$ cat config.mk
export PLATFORM = sky130hd
export DESIGN_NAME = palette_lut
export DESIGN_NICKNAME = d
export VERILOG_FILES = /design/src/rtl/palette_lut.sv
export SDC_FILE = /design/constraint.sdc
export NUM_CORES = 2
export LEC_CHECK = 0
export CAP_MARGIN = 20
export CORE_MARGIN = 10
export CORE_UTILIZATION = 37
export CTS_BUF_LIST = sky130_fd_sc_hd__clkbuf_8
export DETAILED_ROUTE_END_ITERATION = 8
export RECOVER_POWER = 25
export SYNTH_ARGS = -nofsm -noshare
export SYNTH_HDL_FRONTEND = slang
export SYNTH_SLANG_ARGS = --single-unit
$ cat constraint.sdc
create_clock -name Clk -period 5.7 [get_ports Clk]
set_input_delay 0.57 -clock Clk [delete_from_list [all_inputs] [get_ports Clk]]
set_output_delay 0.57 -clock Clk [all_outputs]
set_load 0.005 [all_outputs]
$ cat src/rtl/palette_lut.sv
// Palette lookup with a two-stage pipeline: stage 1 captures the entry (with write
// bypass) or background request, stage 2 applies a frame-synchronous fade level.
module palette_lut #(
    parameter int IDX_W = 5,
    parameter int CH_W  = 8,
    parameter int STEP  = 8
) (
    input  logic                Clk,
    input  logic                Reset_n,
    input  logic                wr_en,
    input  logic [IDX_W-1:0]    wr_addr,
    input  logic [3*CH_W-1:0]   wr_data,
    input  logic                pix_valid,
    input  logic [IDX_W-1:0]    pix_idx,
    input  logic [9:0]          DrawX,
    input  logic                frame_start,
    input  logic [8:0]          fade_target,
    output logic [CH_W-1:0]     VGA_R,
    output logic [CH_W-1:0]     VGA_G,
    output logic [CH_W-1:0]     VGA_B,
    output logic                out_valid,
    output logic                fade_busy
);

    localparam int N     = 2 ** IDX_W;
    localparam int RGB_W = 3 * CH_W;

    typedef enum logic [1:0] {
        IDLE,
        UP,
        DOWN
    } fade_state_e;

    logic [RGB_W-1:0] pal_q [N];
    logic [RGB_W-1:0] pal_d [N];

    logic             s1_valid_q, s1_valid_d;
    logic             s1_transp_q, s1_transp_d;
    logic [RGB_W-1:0] s1_rgb_q, s1_rgb_d;
    logic [6:0]       s1_drawx_q, s1_drawx_d;

    logic [RGB_W-1:0] vga_q, vga_d;
    logic             out_valid_q, out_valid_d;

    fade_state_e      state_q, state_d;
    logic [8:0]       level_q, level_d;
    logic             fade_busy_q, fade_busy_d;

    logic [8:0]       tgt;
    logic [9:0]       up_sum;
    logic [9:0]       down_floor;
    logic [RGB_W-1:0] src_rgb;
    logic [RGB_W-1:0] scaled_rgb;

    // Palette storage and stage 1: a same-cycle write to the looked-up entry wins.
    always_comb begin
        pal_d = pal_q;
        if (wr_en) pal_d[wr_addr] = wr_data;

        s1_valid_d  = pix_valid;
        s1_transp_d = (pix_idx == '0);
        s1_rgb_d    = (wr_en && (wr_addr == pix_idx)) ? wr_data : pal_q[pix_idx];
        s1_drawx_d  = DrawX[9:3];
    end

    // Stage 2: background substitution, then per-channel (c * level) >> 8.
    always_comb begin
        src_rgb    = s1_rgb_q;
        scaled_rgb = '0;
        if (s1_transp_q) begin
            src_rgb = {CH_W'(8'h67), CH_W'(8'hD8),
                       {CH_W{1'b1}} - CH_W'({1'b0, s1_drawx_q})};
        end
        for (int unsigned ch = 0; ch < 3; ch++) begin
            scaled_rgb[ch*CH_W +: CH_W] =
                CH_W'(((CH_W+9)'(src_rgb[ch*CH_W +: CH_W]) * (CH_W+9)'(level_q)) >> 8);
        end
        vga_d       = s1_valid_q ? scaled_rgb : vga_q;
        out_valid_d = s1_valid_q;
    end

    // Fade FSM: level only moves on frame_start, so a whole frame sees one level.
    always_comb begin
        tgt        = (fade_target > 9'd256) ? 9'd256 : fade_target;
        up_sum     = {1'b0, level_q} + 10'(STEP);
        down_floor = {1'b0, tgt} + 10'(STEP);
        state_d    = state_q;
        level_d    = level_q;

        case (state_q)
            IDLE: begin
                if (tgt > level_q)      state_d = UP;
                else if (tgt < level_q) state_d = DOWN;
            end
            UP, DOWN: begin
                if (frame_start) begin
                    // Direction is recomputed from the live target, so a reversal never overshoots.
                    if (tgt > level_q) begin
                        level_d = (up_sum >= {1'b0, tgt}) ? tgt : up_sum[8:0];
                    end else if (tgt < level_q) begin
                        level_d = ({1'b0, level_q} >= down_floor)
                                  ? 9'({1'b0, level_q} - 10'(STEP)) : tgt;
                    end
                    if (level_d == tgt)     state_d = IDLE;
                    else if (tgt > level_d) state_d = UP;
                    else                    state_d = DOWN;
                end else if (tgt == level_q) begin
                    state_d = IDLE;
                end
            end
            default: state_d = IDLE;
        endcase

        fade_busy_d = (state_d != IDLE);
    end

    always_ff @(posedge Clk or negedge Reset_n) begin
        if (!Reset_n) begin
            for (int unsigned i = 0; i < N; i++) pal_q[i] <= '0;
            s1_valid_q  <= 1'b0;
            s1_transp_q <= 1'b0;
            s1_rgb_q    <= '0;
            s1_drawx_q  <= '0;
            vga_q       <= '0;
            out_valid_q <= 1'b0;
            state_q     <= IDLE;
            level_q     <= 9'd256;
            fade_busy_q <= 1'b0;
        end else begin
            pal_q       <= pal_d;
            s1_valid_q  <= s1_valid_d;
            s1_transp_q <= s1_transp_d;
            s1_rgb_q    <= s1_rgb_d;
            s1_drawx_q  <= s1_drawx_d;
            vga_q       <= vga_d;
            out_valid_q <= out_valid_d;
            state_q     <= state_d;
            level_q     <= level_d;
            fade_busy_q <= fade_busy_d;
        end
    end

    assign VGA_R     = vga_q[RGB_W-1 -: CH_W];
    assign VGA_G     = vga_q[2*CH_W-1 -: CH_W];
    assign VGA_B     = vga_q[CH_W-1:0];
    assign out_valid = out_valid_q;
    assign fade_busy = fade_busy_q;

endmodule

==> flow_summary_export.csv <==
group,metric,value,unit
cells_and_area,drive_above_1_share,41.2,%
power,power_leakage,0.0231,uW
sta,fin_skew,0.0397,ns
cells_and_area,utilization,42.5,%
cts,path_clk_slew,0.07,ns
cells_and_area,nets,3623,
floorplan,io_pins,84,
worst_hold_path,hp-class,"input port to flip-flop",
sta,setup_violations,0,
grt,grt_max_degree,168,
grt,grt_pass1_wl,181000,um
sta,slew_viol_final,488,
detailed_routing,vias_per_cell,5.34,
floorplan,rows,127,
yosys,synth_cell_types,80,
yosys,synth_edf_count,0,
setup_path,path_common_cell,"fa_1",
sta,timing.fmax,188,MHz
setup_path,worst-path-buf-inv,3,
setup_path,critPathMaxFanout,19,
floorplan,die_x,369,um
detailed_routing,via_count,26930,
sta,max-slew-margin-rel,-122,%
cells_and_area,layout_common_cells,"dfrtp_1, mux2_2, mux4_2, inv_1, clkbuf_8",
sta,layout_min_cycle_time,5.31,ns
run,max-cap-violations,7,
yosys,syn_nets,3532,
cts,cts_buffers,143,
outcome,status,"finished with violations",
cells_and_area,syn_to_final_growth,13.6,%
yosys,synth_area_leaders,"dfrtp_1, mux2_2, mux4_2",
detailed_routing,drt_pass1_iterations,5,
cts,worstSkewPairLatency,0.84,ns
outcome,violations,"max-capacitance violations, max-slew violations",
setup_path,cpPeakStageDelay,0.59,ns
floorplan,die_h,369,um
yosys,syn_avg_cell_area,14.0,um^2
cts,cts_max_level,4,
placement,place_congestion,0.823,
power,ir_drop,0.333,mV
yosys,synthArstFlopShare,100,%
yosys,synth_top_area_share,46.6,%
sta,fin_tns_setup,0,ns
yosys,ys_warn_count,0,
setup_path,cp_slowest_cell,"dfrtp_2",
cts,ctsResizeCount,0,
cells_and_area,layout_commonest_cell,"dfrtp_1",
floorplan,core_area,120000,um^2
floorplan,start_util,37.4,%
yosys,postSynthCellCount,3220,
grt,antenna_found_initial,12,
cts,cts_tree,"built",
detailed_routing,ant_nets,0,
setup_path,critPathKind,"flip-flop to flip-flop",
sta,fin_crit_sh,93.1,%
setup_path,cp-end-kind,"flip-flop",
setup_path,path_delay_family,"adder cells",
cells_and_area,multi_input_area,22500,um^2
detailed_routing,drt_iter0_markers,1939,
setup_path,crit_required,6.39,ns
setup_path,path_cells,"buf_4, nor2_1, a21oi_1, buf_4, nand2_1, fa_1, fa_1, fa_1, fa_1, inv_1, ha_1, a21o_1, a21o_1, a21o_1, a31o_2, a21oi_1, xnor2_1, mux2_2",
cells_and_area,fill_cells,11091,
grt,grt_overflow,0,
grt,grt_pass1_vias,28552,
yosys,ys_seq_elements,838,
cells_and_area,ff_latch_area,21000,um^2
detailed_routing,wl_per_cell,23.5,um
yosys,synthFlopType,"dfrtp_1",
sta,grt_setup_unrepaired,"false",
cts,cts_setup_buffers,0,
setup_path,arrival,6.00,ns
cts,clk_path_buf_depth,3,
placement,port_buffers,80,
placement,dp_hpwl,72500,um
yosys,yosysSeqAreaShare,46.7,%
yosys,netlist_area,44900,um^2
cts,cts-root-buf,"clkbuf_8",
setup_path,cp-start-kind,"flip-flop",
detailed_routing,drt-total-wl,118000,um
floorplan,dieArea,136000,um^2
grt,grt_usage,17.5,%
power,powerDensity,439,nW/um^2
cts,cts_sinks,838,
detailed_routing,drc,0,
sta,max_slew.worst_pin.slew,3.33,ns
yosys,synth_top_area_cell,"dfrtp_1",
sta,hold_viol,0,
## synthesized netlist by cell type, types with 3 or more instances
cell type  number
a211oi_1        5
a21o_1         13
a21oi_1        36
a31oi_1         6
and2_1         75
and3_1          7
buf_1           6
buf_2          40
clkbuf_1      204
clkinv_1        5
dfrtp_1       837
fa_1          120
ha_1          134
inv_1         168
mux2_2        782
mux2i_1        36
mux4_2        240
nand2_1       149
nand2b_1        8
nand3_1        15
nand3b_1        6
nand4_1         4
nor2_1         98
nor2b_1        18
nor3_1          9
nor3b_1         6
nor4_1          6
o21a_1          7
o21ai_0        63
o21bai_1        5
o31ai_1         3
or2_2           5
xnor2_1        27
xor2_1         15
## worst paths after layout
path,from,to,slack [ns],cells past startpoint
max,s1_transp_q,vga_q[5],0.39,18
min,DrawX[6],s1_drawx_q[3],0.29,1
min reg2reg,vga_q[13],vga_q[13],0.49,2
min in group asynchronous,Reset_n,s1_drawx_q[6],0.36,2
max in group asynchronous,Reset_n,pal_q[658],1.67,3
max reg2reg,s1_transp_q,vga_q[5],0.39,18
## layout make-up
class	instances	area share (%)
diodes	5	0.0245
clock buffers	184	4.96
clock inverters	75	0.882
inverters	173	1.27
multi-input cells	1958	44.0
flip-flops and latches	838	41.1
well taps	1612	3.95
repair buffers	197	3.82
## flip-flops by register name, summed over array words and instances, names as in the netlist
name and count:
fade_busy 1, level_q 9, out_valid 1, out_valid_d 1, pal_q 768, s1_drawx_q 7
s1_rgb_q 24, s1_transp_q 1, state_q 2, vga_q 24
## per-layer routing
metal	GRT usage (%)	vias to the layer above	wire, um
met4	5.70	6	3190
met2	27.0	659	54000
met3	3.53	209	6350
li1	-	11712	-
met5	0	-	42
met1	24.6	14344	54700
## metrics by stage
stage / cells / setup slack (ns) / total power, uW / hold slack [ns] / cell area [um^2]
6_report: 5042 / 0.393 / 22400 / 0.291 / 51100
5_1_grt: 5039 / 0.0198 / 24200 / 0.237 / 51100
4_1_cts: 5026 / 0.344 / 22700 / 0.0922 / 50900
3_5_place_dp: 4766 / 0.369 / 17000 / 0.477 / 47900
3_3_place_gp: 4760 / 0.466 / 16700 / 0.474 / 47800
2_1_floorplan: 3220 / 0.596 / 14300 / 0.274 / 44900
## what timing repair did
item                                   4_1_cts  5_1_grt
hold buffers                                 1        0
endpoints found under the hold margin       68        0
setup endpoints to repair                    0        0
## cells by family (layout without fill, tap and decap cells)
logic type | Yosys count | in the layout | share of synthesized area (%)
multiplexers | 1060 | 1060 | 32.5
flip-flops | 838 | 838 | 46.7
buffers and inverters | 424 | 629 | 3.66
AND/OR/NAND/NOR | 423 | 423 | 4.57
adder cells (fa/ha/maj) | 254 | 254 | 9.08
AO/OA/AOI/OAI | 179 | 179 | 2.73
XOR/XNOR | 42 | 42 | 0.818
other | 0 | 5 | 0
## report_power, final
group,switching [uW],internal (uW)
Clock,2600,3020
Sequential,693,7220
Combinational,4470,4400
No activity file was read; power rests on OpenSTA's default activity.
